[src/rtl/btn_cond_pkg.sv]
// Shared types and default timing constants for the push-button conditioner.
// Optional feature macro: BTN_AUTOREPEAT_EN (auto-repeat while a button is held).
package btn_cond_pkg;

  typedef enum logic [1:0] {
    ST_IDLE         = 2'd0,
    ST_WAIT_PRESS   = 2'd1,
    ST_PRESSED      = 2'd2,
    ST_WAIT_RELEASE = 2'd3
  } btn_state_e;

  localparam int DEFAULT_N_BTN           = 5;
  localparam int DEFAULT_DEBOUNCE_CYCLES = 1_000_000;
  localparam int DEFAULT_REPEAT_DELAY    = 50_000_000;
  localparam int DEFAULT_REPEAT_PERIOD   = 20_000_000;

  // Width of a counter that must hold every value from 0 up to maxVal.
  function automatic int cntWidth(input int maxVal);
    return $clog2(maxVal + 1);
  endfunction

endpackage

[src/rtl/btn_debounce_cell.sv]
// One button channel: 2-flop synchronizer, 4-state debounce FSM, registered
// press pulse and debounced level.
// Optional feature macro: BTN_AUTOREPEAT_EN adds a hold-to-repeat counter.
module btn_debounce_cell
  import btn_cond_pkg::*;
#(
  parameter int DEBOUNCE_CYCLES = DEFAULT_DEBOUNCE_CYCLES
`ifdef BTN_AUTOREPEAT_EN
  ,
  parameter int REPEAT_DELAY    = DEFAULT_REPEAT_DELAY,
  parameter int REPEAT_PERIOD   = DEFAULT_REPEAT_PERIOD
`endif
) (
  input  logic clk,
  input  logic reset,
  input  logic btn_raw_i,
  output logic btn_pulse_o,
  output logic btn_level_o
);

  localparam int CW = cntWidth(DEBOUNCE_CYCLES);
  localparam logic [CW-1:0] CNT_ONE  = CW'(1);
  localparam logic [CW-1:0] CNT_LAST = CW'(DEBOUNCE_CYCLES - 1);

  logic [1:0]    sync_q;
  logic          sample;
  btn_state_e    state_q;
  logic [CW-1:0] cnt_q;
  logic          pressEvt_q;
  logic          pulse_q;
  logic          level_q;

  assign sample = sync_q[1];

  // Bring the asynchronous button level into the clock domain.
  always_ff @(posedge clk) begin
    if (reset) begin
      sync_q <= 2'b00;
    end else begin
      sync_q <= {sync_q[0], btn_raw_i};
    end
  end

`ifdef BTN_AUTOREPEAT_EN
  localparam int RMAX = (REPEAT_DELAY > REPEAT_PERIOD) ? REPEAT_DELAY : REPEAT_PERIOD;
  localparam int RW   = cntWidth(RMAX);
  localparam logic [RW-1:0] DELAY_LAST  = RW'(REPEAT_DELAY - 1);
  localparam logic [RW-1:0] PERIOD_LAST = RW'(REPEAT_PERIOD - 1);

  logic [RW-1:0] repeatCnt_q;
  logic          repeating_q;
  logic          repeatHit;

  assign repeatHit = (state_q == ST_PRESSED) && sample &&
                     (repeatCnt_q == (repeating_q ? PERIOD_LAST : DELAY_LAST));

  // Count hold time in PRESSED; any exit (or a low sample) restarts the initial delay.
  always_ff @(posedge clk) begin
    if (reset || (state_q != ST_PRESSED) || !sample) begin
      repeatCnt_q <= '0;
      repeating_q <= 1'b0;
    end else if (repeatHit) begin
      repeatCnt_q <= '0;
      repeating_q <= 1'b1;
    end else begin
      repeatCnt_q <= repeatCnt_q + RW'(1);
    end
  end
`endif

  // Debounce FSM; outputs are registered from the state so they lag it by one cycle.
  always_ff @(posedge clk) begin
    if (reset) begin
      state_q    <= ST_IDLE;
      cnt_q      <= '0;
      pressEvt_q <= 1'b0;
      pulse_q    <= 1'b0;
      level_q    <= 1'b0;
    end else begin
      pressEvt_q <= 1'b0;
      pulse_q    <= pressEvt_q;
      level_q    <= (state_q == ST_PRESSED) || (state_q == ST_WAIT_RELEASE);
      unique case (state_q)
        ST_IDLE: begin
          if (sample) begin
            state_q <= ST_WAIT_PRESS;
            cnt_q   <= CNT_ONE;
          end else begin
            cnt_q   <= '0;
          end
        end
        ST_WAIT_PRESS: begin
          if (!sample) begin
            state_q <= ST_IDLE;
            cnt_q   <= '0;
          end else if (cnt_q == CNT_LAST) begin
            state_q    <= ST_PRESSED;
            pressEvt_q <= 1'b1;
          end else begin
            cnt_q <= cnt_q + CNT_ONE;
          end
        end
        ST_PRESSED: begin
          if (!sample) begin
            state_q <= ST_WAIT_RELEASE;
            cnt_q   <= CNT_ONE;
          end
`ifdef BTN_AUTOREPEAT_EN
          else if (repeatHit) begin
            pressEvt_q <= 1'b1;
          end
`endif
        end
        ST_WAIT_RELEASE: begin
          if (sample) begin
            state_q <= ST_PRESSED;
            cnt_q   <= '0;
          end else if (cnt_q == CNT_LAST) begin
            state_q <= ST_IDLE;
            cnt_q   <= '0;
          end else begin
            cnt_q <= cnt_q + CNT_ONE;
          end
        end
        default: begin
          state_q <= ST_IDLE;
          cnt_q   <= '0;
        end
      endcase
    end
  end

  assign btn_pulse_o = pulse_q;
  assign btn_level_o = level_q;

endmodule

[src/rtl/btn_conditioner.sv]
// Push-button conditioner: N_BTN independent debounce channels producing a
// one-cycle press pulse and a debounced level per button.
// Optional feature macro: BTN_AUTOREPEAT_EN (auto-repeat pulses while held).
module btn_conditioner
  import btn_cond_pkg::*;
#(
  parameter int N_BTN           = DEFAULT_N_BTN,
  parameter int DEBOUNCE_CYCLES = DEFAULT_DEBOUNCE_CYCLES,
  parameter int REPEAT_DELAY    = DEFAULT_REPEAT_DELAY,
  parameter int REPEAT_PERIOD   = DEFAULT_REPEAT_PERIOD
) (
  input  logic             clk,
  input  logic             reset,
  input  logic [N_BTN-1:0] btn_raw,
  output logic [N_BTN-1:0] btn_pulse,
  output logic [N_BTN-1:0] btn_level
);

  // Channels are fully independent; coinciding pulses are left for the consumer.
  for (genvar i = 0; i < N_BTN; i++) begin : g_chan
    btn_debounce_cell #(
      .DEBOUNCE_CYCLES (DEBOUNCE_CYCLES)
`ifdef BTN_AUTOREPEAT_EN
      ,
      .REPEAT_DELAY    (REPEAT_DELAY),
      .REPEAT_PERIOD   (REPEAT_PERIOD)
`endif
    ) u_cell (
      .clk         (clk),
      .reset       (reset),
      .btn_raw_i   (btn_raw[i]),
      .btn_pulse_o (btn_pulse[i]),
      .btn_level_o (btn_level[i])
    );
  end

`ifndef BTN_AUTOREPEAT_EN
  // Repeat timing has no effect in this build; the parameters stay on the
  // interface so both builds share one instantiation template.
  if ((REPEAT_DELAY < 1) || (REPEAT_PERIOD < 1)) begin : g_repeat_cfg_unused
  end
`endif

endmodule

[config.mk]
export PLATFORM = sky130hd
export DESIGN_NAME = btn_conditioner
export DESIGN_NICKNAME = d
export VERILOG_FILES = /design/src/rtl/btn_cond_pkg.sv /design/src/rtl/btn_debounce_cell.sv /design/src/rtl/btn_conditioner.sv
export SDC_FILE = /design/constraint.sdc
export NUM_CORES = 1
export LEC_CHECK = 0
export ABC_AREA = 1
export ABC_CLOCK_PERIOD_IN_PS = 3400
export BUFFER_PORTS_ARGS = -buffer_cell sky130_fd_sc_hd__buf_2
export CAP_MARGIN = 20
export CORE_MARGIN = 1
export CORE_UTILIZATION = 51
export DETAILED_ROUTE_END_ITERATION = 8
export GPL_TIMING_DRIVEN = 0
export PLACE_DENSITY_LB_ADDON = 0.08
export SKIP_LAST_GASP = 1
export SLEW_MARGIN = 10
export SYNTH_ARGS = -nofsm -noshare
export SYNTH_HDL_FRONTEND = slang
export SYNTH_HIERARCHICAL = 1
export SYNTH_SLANG_ARGS = --single-unit
export TNS_END_PERCENT = 5
[constraint.sdc]
create_clock -name clk -period 3.4 [get_ports clk]
set_input_delay 0.51 -clock clk [delete_from_list [all_inputs] [get_ports clk]]
set_output_delay 0.51 -clock clk [all_outputs]
set_load 0.05 [all_outputs]
-- Word level (Yosys, flattened, before mapping)
Cells that the tools add are included.
- bits in registers: 135
- bits of input ports: 7
- output and inout bits: 10
- logic and storage cells: 190
- $add $sub $neg: 5
- equality and inequality tests: 45
- multiplexer cells: 75
- bitwise logic cells: 10
- reductions and logical operators: 25
- operator list (kind ; count):
    two-way mux 20 bit ; 25
    case mux 20 bit (4 select lines) ; 5
    adder 20 x 1 -> 20 bit, second input constant ; 5
    == test 20 bit, second input constant ; 5
    two-way mux 2 bit ; 30
    case mux 2 bit (4 select lines) ; 5
    != test 3 bit, second input constant ; 10
    == test 2 bit, second input constant ; 10
    AND reduction 4 bit ; 5
    != test 3 x 2 -> 1 bit, second input constant ; 5
    OR reduction 3 bit ; 5
    == test 2 x 1 -> 1 bit, second input constant ; 5
    logical NOT 2 bit ; 5
    two-way mux 1 bit ; 10
    != test 2 x 1 -> 1 bit, second input constant ; 5
    != test 2 bit, second input constant ; 5
    NOT 1 bit ; 10
    AND reduction 2 bit ; 5
    logical OR 1 bit ; 5

-- Depth between registers and ports, before layout
- depth in word-level cells: 4
- mapped depth: 11
- gate-level depth less buffers: 11

-- By module
Netlist, hierarchy kept.
- modules (own cells, without submodules) (module ; instances ; cells an instance ; area each (um2) ; sequential area each (um2)):
    btn_debounce_cell (g_chan[0].u_cell ...) ; 4 ; 248 ; 1631.6 ; 540.5
    btn_debounce_cell (g_chan[4].u_cell) ; 1 ; 256 ; 1620.3 ; 540.5

-- Least setup slack after synthesis
Ideal clock, no wire load.
- path kind: register to register
- start point: register g_chan[0].u_cell.cnt_q[0]
- end point: register g_chan[0].u_cell.cnt_q[11]
- library setup time: 0.126 ns
- data arrival time: 1.475 ns
- data required time: 3.274 ns
- path slack: 1.799 ns
- cell stages (with the launch flop): 9
- period minus slack after synthesis: 1.601 ns
- path through: dfxtp_1 > ha_1 > nand3_2 > nor2_2 > nand3_1 > nand2_2 > nand2_2 > o21ai_4 > nor2_2
- longest elaborated chain between the ends: 4
- ends and longest elaborated chain (item ; line ; text):
    start, declared ; btn_debounce_cell.sv:28 ; logic [CW-1:0] cnt_q;
    start signal, assigned ; btn_debounce_cell.sv:100 ; cnt_q <= cnt_q + CNT_ONE;
    start signal, assigned ; btn_debounce_cell.sv:122 ; cnt_q <= cnt_q + CNT_ONE;
    adder 20 x 1 -> 20 bit / == test 20 bit (equally long branches) ; -- ;
    two-way mux 20 bit, on equally long branches ; btn_debounce_cell.sv:118, btn_debounce_cell.sv:96 ;
    two-way mux 20 bit, on equally long branches ; btn_debounce_cell.sv:115, btn_debounce_cell.sv:93 ;
    case mux 20 bit (4 select lines) ; btn_debounce_cell.sv:83 ; unique case (state_q)
Several ways; a longest one is shown, not always the timed one. The select of a mux whose other input is x is not followed.
A chain may end at the register's enable or synchronous reset.

-- Worst setup path in the final report
- start point: register g_chan[4].u_cell.cnt_q[0]
- end point: register g_chan[4].u_cell.cnt_q[12]
- longest elaborated chain between the ends: 4
- ends and longest elaborated chain (item ; line):
    start, declared ; btn_debounce_cell.sv:28
    start signal, assigned ; btn_debounce_cell.sv:100
    start signal, assigned ; btn_debounce_cell.sv:122
    adder 20 x 1 -> 20 bit / == test 20 bit (equally long branches) ; --
    two-way mux 20 bit, on equally long branches ; btn_debounce_cell.sv:118, btn_debounce_cell.sv:96
    two-way mux 20 bit, on equally long branches ; btn_debounce_cell.sv:115, btn_debounce_cell.sv:93
    case mux 20 bit (4 select lines) ; btn_debounce_cell.sv:83
Several ways; a longest one is shown, not always the timed one. The select of a mux whose other input is x is not followed.

==> results.py <==
metrics = {
    "power_and_ir_drop": {
        "peakVddDrop_mv": 0.3696,
        "finalPower_mw": 3.621,
        "total_leakage_power_nw": 3.532,
        "p_per_area_nw_per_um2": 397.5,
    },
    "cts": {
        "cts-root-buf": "clkbuf_16",
        "clock-sinks": 135,
        "cts_tree": "yes",
        "cts_made_buffers": 17,
        "insertion_delay_ps": 420,
        "postCtsSetupBuffers": 0,
        "cts_max_level": 4,
        "clock_path_buffers": 2,
        "clk_pin_slew_ps": 60,
        "post_cts_resized": 0,
        "holdBufCountCts": 0,
    },
    "grt": {
        "grt_usage_pct": 24.36,
        "grt_max_degree": 17,
        "gr-total-overflow": 0,
        "grt_antenna_before_repair": 0,
        "grt_pass1_vias": 7173,
        "grt_pass1_wl_mm": 32.62,
    },
    "synthesis": {
        "yosys_most_used_dff": "dfxtp_1",
        "ys_async_sr_fraction_pct": 0,
        "synth.area.mux_share_pct": 0,
        "ys_types": 31,
        "synthSimpleGateAreaFrac_pct": 47.29,
        "synth_top_family_by_area": "simple AND/OR/NAND/NOR gates",
        "yosysWarnings": 6,
        "synthAdderAreaFrac_pct": 0.7679,
        "syn_area_um2": 8147,
        "synth_compound_area_share_pct": 7.664,
        "synthCells": 1248,
        "synthXorXnorAreaFrac_pct": 0.1075,
        "synth_top_area_cell": "dfxtp_1",
        "synth_top_area_share_pct": 33.17,
        "ys_seq_area_share_pct": 33.17,
        "ys_seq_elements": 135,
        "syn-num-nets": 1260,
        "netlist_top_cells_area": "dfxtp_1, nand2_1, nor2_1",
        "synth_edf_count": 0,
        "synth.avg_cell_area_um2": 6.528,
    },
    "status": {
        "status": "completed",
    },
    "floorplan": {
        "rows": 45,
        "start_util_pct": 53.00,
        "fp.dieArea_um2": 16480,
        "core_um2": 15370,
        "chipWidth_um": 128.4,
        "die_y_um": 128.4,
        "num_io_pins": 17,
    },
    "timing": {
        "rsz0062_at_grt": "false",
        "fin_crit_sh_pct": 58.73,
        "tightest_slew_ps": 606.0,
        "setup-violations-final": 0,
        "max_slew_margin_pct": 59.29,
        "tns_ps": 0,
        "worst_slack_ps": 1403,
        "final_hold_viol_count": 0,
        "max_clock_freq_ghz": 0.5008,
        "slew_violations": 0,
        "fin_worst_skew_ps": 8.401,
        "period_needed_ps": 1997,
    },
    "critical_path": {
        "startpoint_type": "flip-flop",
        "critical_path_peak_fanout": 4,
        "cp.arrival_ps": 2300,
        "cpMaxStageDelayCell": "nor3_1",
        "crit_type": "flip-flop to flip-flop",
        "crit_required_ps": 3710,
        "end_kind": "flip-flop",
        "critPathMaxStageDelay_ps": 490,
        "cpMostUsedCell": "nand2_1",
        "crit_chain": "ha_1, inv_1, nor2_1, nand2_1, nor3_1, nand3_1, nand2_1, nor2_2",
    },
    "placed_design": {
        "dp_cells": 1475,
        "place_congestion": 0.8900,
        "pre_cts_ws_ps": 1323,
        "port_buffers": 16,
        "dp_hpwl_mm": 13.50,
    },
    "routing": {
        "num_vias": 7653,
        "first_iter_violations": 524,
        "drc": 0,
        "drt_wl_total_mm": 18.58,
        "vias_per_cell": 5.078,
        "drtAntennaViolNets": 0,
        "met3_length_um": 746,
        "m1WireLength_mm": 8.848,
        "wl_per_cell_um": 12.33,
        "route.met2.wl_mm": 8.728,
        "dr.pass1.iters": 5,
        "top_layer": "met4",
    },
    "final_layout": {
        "stdcell_count": 1507,
        "utilization_pct": 59.27,
        "drive_gt1_share_pct": 17.05,
        "area_delta_synth_final_pct": 11.83,
        "fill_cells": 1461,
        "diodes": 0,
        "final_nets": 1295,
    },
    "run": {
        "cap_violations": 0,
    },
    "min_path": {
        "hp-class": "input port to flip-flop",
    },
}
[final timing paths]
check,from,end,slack [ps],depth (start not counted)
max reg2reg,g_chan[4].u_cell/cnt_q[0],g_chan[4].u_cell/cnt_q[12],1400,8
min reg2reg,g_chan[3].u_cell/sync_q[0],g_chan[3].u_cell/sync_q[1],400,2
max,g_chan[4].u_cell/cnt_q[0],g_chan[4].u_cell/cnt_q[12],1400,8
min,btn_raw[2],g_chan[2].u_cell/sync_q[0],290,3
[cell usage in the layout, fill, tap and decap left out, types with 16 or more instances in the layout]
cell       count
a21oi_1       21
buf_2         16
clkbuf_16     17
dfxtp_1      135
inv_1        156
inv_2         26
nand2_1      337
nand2_2       25
nand3_1       76
nand3_2       19
nand4_1       65
nor2_1       175
nor2_2        48
nor3_1        26
o21ai_0       23
o21bai_1      22
[registers in the layout (all words and copies together), names as in the netlist, named ones only]
register / flops
g_chan.u_cell/btn_level_o: 5
g_chan.u_cell/btn_pulse_o: 5
g_chan.u_cell/cnt_q: 100
g_chan.u_cell/pressEvt_q: 5
g_chan.u_cell/state_q: 5
g_chan.u_cell/sync_q: 10
[cell type report]
cell class	count	area (um2)	area share, %
well taps	211	264.0	2.898
inverters	191	726.9	7.980
multi-input cells	902	4548	49.92
repair buffers	16	80.08	0.8790
clock inverters	8	117.6	1.291
plain buffers	20	168.9	1.854
clock buffers	24	501.7	5.507
flip-flops and latches	135	2703	29.67
[per-layer routing]
metal | global-route usage, % | up-vias
met5 | 0 | -
met2 | 41.37 | 148
li1 | - | 4037
met4 | 7.405 | 0
met1 | 30.84 | 3440
met3 | 5.364 | 28
[synthesized netlist by cell type (6+ instances only)]
cell,count
nand2_1,337
nor2_1,175
inv_1,156
dfxtp_1,135
nand3_1,76
nand4_1,65
nor2_2,48
inv_2,26
nor3_1,26
nand2_2,25
o21ai_0,23
o21bai_1,22
a21oi_1,21
nand3_2,19
nor2_4,15
a31oi_1,10
buf_6,10
a21oi_2,8
nand3b_1,6
[worst max-delay path, delay by kind of cell (launching register included)]
family / cells / cell delay, ps
and+or+nand+nor: 6 / 1160
DFF: 1 / 420
adders and majority gates: 1 / 230
buffers and inverters: 1 / 70
[metrics by stage]
step | hold slack [ps] | cell area [um2]
floorplan | 388.3 | 8147
global placement | 390.5 | 8491
detailed placement | 393.1 | 8491
CTS | 274.1 | 9110
global route | 282.0 | 9110
finish | 287.2 | 9110
[cell families after synthesis]
logic type / Yosys count
and+or+nand+nor: 802
xor gates and xnor gates: 1
AOI/OAI and AO/OA: 94
DFF: 135
adders and majority gates: 5
buffers and inverters: 211
[report_power, final]
group	internal (mW)	switching, mW	total (mW)
clock	1.25	0.675	1.92
sequential	1.60	0.0106	1.61
combinational	0.0281	0.0666	0.0946
(Power assumes the default switching activity.)
